[config.mk]
export PLATFORM = sky130hd
export DESIGN_NAME = psr_unit
export DESIGN_NICKNAME = d
export VERILOG_FILES = /design/src/rtl/psr_unit.sv
export SDC_FILE = /design/constraint.sdc
export NUM_CORES = 1
export LEC_CHECK = 0
export BUFFER_PORTS_ARGS = -buffer_cell sky130_fd_sc_hd__buf_2
export CAP_MARGIN = 10
export CORE_AREA = 2 2 45 47
export CTS_BUF_LIST = sky130_fd_sc_hd__clkbuf_16
export DETAILED_ROUTE_END_ITERATION = 10
export DIE_AREA = 0 0 47 49
export PLACE_DENSITY_LB_ADDON = 0.12
export SLEW_MARGIN = 20
export SYNTH_ARGS = -nofsm -noshare
export SYNTH_HDL_FRONTEND = slang
export SYNTH_SLANG_ARGS = --single-unit
[constraint.sdc]
create_clock -name fclk -period 3.8 [get_ports fclk]
set_input_delay 0.19 -clock fclk [delete_from_list [all_inputs] [get_ports fclk]]
set_output_delay 0.19 -clock fclk [all_outputs]
set_load 0.005 [all_outputs]
[src/rtl/psr_unit.sv]
// psr_unit: 65C02 processor status register (N,V,D,I,Z,C) with the ALU
// flag-update request/acknowledge handshake.
//
// Ports:
//   fclk, resb           clock; synchronous active-high reset
//   psr_update_request   ALU request (level, held until acknowledged)
//   ack_update_request   one-cycle acknowledge back to the ALU
//   n/v/z/c_result       ALU flag results written on an accepted request
//   flag_op_valid/op     CLC SEC CLI SEI CLD SED CLV (7 = no-op)
//   plp_load, db_in      PLP/RTI load of the whole register
//   irq_entry            interrupt/BRK entry: set I, clear D
//   push_b               B bit for the pushed status byte
//   psr_push_out         {N,V,1,push_b,D,I,Z,C}
//   psr_to_id            {N,V,1,1,D,I,Z,C}
//   c_carry, d_decimal   current C and D
//   update_pending       handshake FSM not idle
//   protocol_error       sticky; request held too long after ack
module psr_unit #(
  parameter int          DROP_TIMEOUT = 4,
  parameter logic [7:0]  RESET_PSR    = 8'h34
) (
  input  logic       fclk,
  input  logic       resb,
  input  logic       psr_update_request,
  output logic       ack_update_request,
  input  logic       n_result,
  input  logic       v_result,
  input  logic       z_result,
  input  logic       c_result,
  input  logic       flag_op_valid,
  input  logic [2:0] flag_op,
  input  logic       plp_load,
  input  logic [7:0] db_in,
  input  logic       irq_entry,
  input  logic       push_b,
  output logic [7:0] psr_push_out,
  output logic [7:0] psr_to_id,
  output logic       c_carry,
  output logic       d_decimal,
  output logic       update_pending,
  output logic       protocol_error
);

  localparam int CW = $clog2(DROP_TIMEOUT + 1);
  localparam logic [CW-1:0] TMO = CW'(DROP_TIMEOUT);

  typedef enum logic [1:0] {
    S_IDLE = 2'd0,
    S_ACK  = 2'd1,
    S_WAIT = 2'd2
  } state_t;

  state_t        state_q, state_d;
  logic          ack_q, ack_d;
  logic [CW-1:0] cnt_q, cnt_d;
  logic [CW-1:0] cnt_inc;
  logic          perr_q, perr_d;
  logic          accept;

  logic n_q, v_q, d_q, i_q, z_q, c_q;
  logic n_d, v_d, d_d, i_d, z_d, c_d;

  assign cnt_inc = cnt_q + 1'b1;

  // Handshake FSM
  always_comb begin
    state_d = state_q;
    ack_d   = 1'b0;
    cnt_d   = cnt_q;
    perr_d  = perr_q;
    accept  = 1'b0;
    unique case (state_q)
      S_IDLE: begin
        // a PLP on the same edge owns the register; defer the request
        if (psr_update_request && !plp_load) begin
          accept  = 1'b1;
          ack_d   = 1'b1;
          state_d = S_ACK;
        end
      end
      S_ACK: begin
        state_d = psr_update_request ? S_WAIT : S_IDLE;
      end
      S_WAIT: begin
        if (!psr_update_request) begin
          state_d = S_IDLE;
          cnt_d   = '0;
        end else if (cnt_inc == TMO) begin
          perr_d  = 1'b1;
          cnt_d   = '0;
          state_d = S_IDLE;
        end else begin
          cnt_d = cnt_inc;
        end
      end
      default: begin
        state_d = S_IDLE;
        cnt_d   = '0;
      end
    endcase
  end

  // Flag next-state: lowest priority first, later writes win
  always_comb begin
    n_d = n_q;
    v_d = v_q;
    d_d = d_q;
    i_d = i_q;
    z_d = z_q;
    c_d = c_q;
    if (accept) begin
      n_d = n_result;
      v_d = v_result;
      z_d = z_result;
      c_d = c_result;
    end
    if (flag_op_valid) begin
      case (flag_op)
        3'd0:    c_d = 1'b0;
        3'd1:    c_d = 1'b1;
        3'd2:    i_d = 1'b0;
        3'd3:    i_d = 1'b1;
        3'd4:    d_d = 1'b0;
        3'd5:    d_d = 1'b1;
        3'd6:    v_d = 1'b0;
        default: ;
      endcase
    end
    if (irq_entry) begin
      i_d = 1'b1;
      d_d = 1'b0;
    end
    if (plp_load) begin
      n_d = db_in[7];
      v_d = db_in[6];
      d_d = db_in[3];
      i_d = db_in[2];
      z_d = db_in[1];
      c_d = db_in[0];
    end
  end

  always_ff @(posedge fclk) begin
    if (resb) begin
      state_q <= S_IDLE;
      ack_q   <= 1'b0;
      cnt_q   <= '0;
      perr_q  <= 1'b0;
      n_q     <= RESET_PSR[7];
      v_q     <= RESET_PSR[6];
      d_q     <= RESET_PSR[3];
      i_q     <= RESET_PSR[2];
      z_q     <= RESET_PSR[1];
      c_q     <= RESET_PSR[0];
    end else begin
      state_q <= state_d;
      ack_q   <= ack_d;
      cnt_q   <= cnt_d;
      perr_q  <= perr_d;
      n_q     <= n_d;
      v_q     <= v_d;
      d_q     <= d_d;
      i_q     <= i_d;
      z_q     <= z_d;
      c_q     <= c_d;
    end
  end

  assign ack_update_request = ack_q;
  assign update_pending     = (state_q != S_IDLE);
  assign protocol_error     = perr_q;
  assign c_carry            = c_q;
  assign d_decimal          = d_q;
  assign psr_to_id    = {n_q, v_q, 1'b1, 1'b1, d_q, i_q, z_q, c_q};
  assign psr_push_out = {n_q, v_q, 1'b1, push_b, d_q, i_q, z_q, c_q};

endmodule

* Yosys cells after proc, flatten, opt, wreduce, memory -nomap -nowiden *
Index checks and enable logic that the tools add are counted.

cells by class
  add/sub/neg operators = 1
  equal/unequal tests = 11
  mux-type cells = 30
  reduce and logical (&&, ||, !) cells = 14

operators by type and width
  kind                 number
  $mux 1               19
  $eq 3x3->1 const B   4
  $mux 2               4
  $reduce_bool 4->1    2
  $eq 3x2->1 const B   2
  $mux 3               2
  $pmux 1 s2           3
  $pmux 2 s3           1
  $pmux 3 s2           1
  $reduce_and 2->1     3
  $reduce_bool 2->1    2
  $add 3x1->3 const B  1
  $eq 3x1->1 const B   1
  $logic_not 3->1      1
  $ne 3x3->1 const B   1
  $reduce_and 3->1     1
  $reduce_bool 3->1    1
  $eq 2x1->1 const B   1
  $eq 2x2->1 const B   1
  $logic_not 2->1      1
  $ne 2x2->1 const B   1
  $reduce_or 2->1      1
  $logic_and 1x1->1    1
  $logic_not 1->1      1

storage, ports and cells
  register bits = 13
  input bits = 22
  output and inout port bits = 21
  word-level logic and storage cells = 66

* Longest topological paths before layout *
  word-level depth = 8
  gate-level depth with buffers = 4
  depth with buffers taken out = 4

* Worst setup path before layout *
No wires, ideal clock.

  path kind = flip-flop to flip-flop
  start = register state_q[0]
  end = register c_q, in the netlist c_carry
  setup time = 130 ps
  data arrival time = 1197 ps
  required time = 3670 ps
  path slack = 2473 ps
  cell stages (with the launch flop) = 5
  buffers on the path = 1
  period minus slack after synthesis = 1327 ps
  cells stage by stage = dfxtp_1 -> or4b_1 -> buf_2 -> mux2i_1 -> o22ai_1

between the ends
  cells in the longest elaborated chain, start to end = 6

RTL lines
  what                      RTL line  RTL
  start: declaration        53        state_t state_q, state_d;
  start signal: assignment  156       state_q <= state_d;
  $logic_not 2->1 *         72        unique case (state_q)
  $mux 1 *                  72
  $mux 1 *                  111       if (accept) begin
  $pmux 1 s2                118       case (flag_op)
  $mux 1 *                  117       if (flag_op_valid) begin
  $mux 1 *                  133       if (plp_load) begin
  end signal: assignment    154       c_q <= RESET_PSR[0];
  end: declaration          60        logic n_q, v_q, d_q, i_q, z_q, c_q;

Mark *: on every way between the ends. The rest lies on a longest branch, timed or not.
A chain may end at the register's enable or synchronous reset.

* Final worst setup path *
Same ends and word-level chain as after synthesis.

==> metrics.cfg <==
[status]
status=completed

[sta]
period_needed_ns=1.45
setup_ws_ns=2.35
max_freq_mhz=690
tns_ns=0
rsz0062_at_grt=no
skew_ns=0.00220
drv_slew=0
layout_worst_path_cycle_share=0.381
hold_ws_ns=0.166
finalHoldViolCount=0
setup_viol=0

[route]
via_per_inst=4.68
drt_iter0_drc=9
ant_nets=0
routed_wirelength_um=1450
vias=664
drc_errors=0
wl_per_cell_um=10.2
dr.pass1.iters=4

[yosys]
yosysMostFrequentCell=buf_4
synthArstFlopShare=0
synth_compound_area_frac=0.189
synthCells=93
synthXorXnorAreaFrac=0.0113
synthTopCellsByArea=dfxtp_1 (34%), buf_4 (15%), a21oi_1 (3.9%), nand2_1 (3.4%), a211o_1 (3.4%)
synth_commonest_cells=buf_4 (16), dfxtp_1 (13), nand2_1 (7)
synth_ff_type=dfxtp_1
yosysWarningCount=0
synth_top_family_by_area=simple AND/OR/NAND/NOR gates
synth.area.mux_share=0.0258
ys_seq_area_frac=0.335
synth.top_cell.area_share=0.335
synth.largest_area_cell=dfxtp_1
synth_area_um2=776
syn_avg_cell_area_um2=8.34
synth-adder-area-share=0.0323
synth_cell_type_count=30
synth-seq-cells=13
synth_simple_gate_area_frac=0.216
synth_edf_count=0

[power]
power_density_nw_per_um2=416
power_uw=390
ir_drop_mv=0.183
leakage_uw=0.000456

[place]
place.gp.congestion=0.716
port_buffers=35
dpl_worst_slack_ns=2.36
post-dp-hpwl_um=1100

[clocking]
clk_path_buf_depth=2
root_buffer=clkbuf_16
cts_hold_buf=0
postCtsSetupBuffers=0
clock_sinks=13
worstSkewPairLatency_ns=0.24
numCtsBuffers=3
clk_pin_slew_ns=0.04
cts_resized=0
h-tree-depth=1
cts_tree=built

[cells_and_area]
area_growth_pct=21.0
diodes=0
drive_above_1_share=0.348
utilization=0.510
num-fill-cells=188
layout.nets=140

[worst_setup_path]
path_class=register to register
setup.worst_path.start=state_q[0]
critPathRequiredTime_ns=3.92
crit_fanout=7
crit_path_end=c_carry
reg2reg_from=state_q[0]
reg2reg_to=c_carry
critPathLaunchType=register
reg2reg_slack_ns=2.35
r2r.worst_path.cells=3
arrival_ns=1.57
critPathCaptureType=register

[floorplanning]
rows=16
dieHeight_um=49
die_area_um2=2300
ioPinCount=43
coreArea_um2=1840
start_util=0.421
fp.dieW_um=47

[flow_run]
drv_cap=0

[grt]
grt_start_max_net_pins=15
antenna_found_initial=0
grt_pass1_vias=588
grt_pass1_wl_um=2290
overflow=0
grt_usage=0.141

[hold_path]
hp-class=input pin to register

worst max-delay path, cell delays in order, from the launching register on:
cell and delay [ns]:
dfxtp_1 0.34, or4b_1 0.68, mux2i_1 0.21, o22ai_1 0.09
state kept, by name, indices dropped and copies added, names as in the netlist:
name                flops
z_q                     1
d_decimal               1
i_q                     1
ack_update_request      1
c_carry                 1
n_q                     1
protocol_error          1
cnt_q                   3
state_q                 2
v_q                     1
layer usage:
metal | global-route usage | wire (um) | vias to the layer above
li1 | - | - | 350
met1 | 0.174 | 656 | 286
met2 | 0.201 | 636 | 23
met3 | 0.0444 | 113 | 5
met4 | 0.0972 | 40 | 0
met5 | 0 | 0 | -
power by group:
| group | switching (uW) | internal [uW] |
|---|---|---|
| clock network | 56.7 | 139 |
| logic | 23.4 | 24.5 |
| registers | 4.20 | 143 |
| total | 84.3 | 306 |
placed cells by master (no fill, tap or decap), drive strengths merged, types with 2 or more instances in the layout:
| cell | instances |
|---|---|
| a211o | 3 |
| a21oi | 6 |
| a22oi | 3 |
| a31oi | 4 |
| buf | 35 |
| clkbuf | 3 |
| conb | 3 |
| dfxtp | 13 |
| ha | 2 |
| inv | 4 |
| mux2i | 2 |
| nand2 | 7 |
| nand2b | 4 |
| nand3 | 2 |
| nand3b | 3 |
| nor2 | 6 |
| nor2b | 2 |
| o22ai | 2 |
logic make-up after synthesis:
kind of cell	count (synthesis)
buf+inv	22
simple gates	30
flops	13
mux	2
compound gates	22
xor+xnor	1
fa+ha+maj	2
other cells	1
worst min path at each step:
stage,from,endpoint,cells after the start
after floorplan,resb,i_q,2
after global placement,push_b,psr_push_out[4],0
after detailed placement,push_b,psr_push_out[4],0
after CTS,db_in[2],i_q,3
after global routing,db_in[2],i_q,3
final,db_in[2],i_q,3
stage by stage:
step / cells / cell area (um2)
final: 142 / 938
after global routing: 142 / 938
after CTS: 142 / 938
after detailed placement: 138 / 860
after global placement: 138 / 860
after floorplan: 95 / 783
final cells by class:
cell class              instances  area (um2)  area share
repair buffers                 35         175       0.187
well taps                      27        33.8      0.0360
inverters                       3        11.3      0.0120
multi-input cells              60         379       0.404
clock buffers                   3        75.1      0.0800
flip-flops and latches         13         260       0.277
clock inverters                 1        3.75     0.00400
No activity file was read; power rests on OpenSTA's default activity.
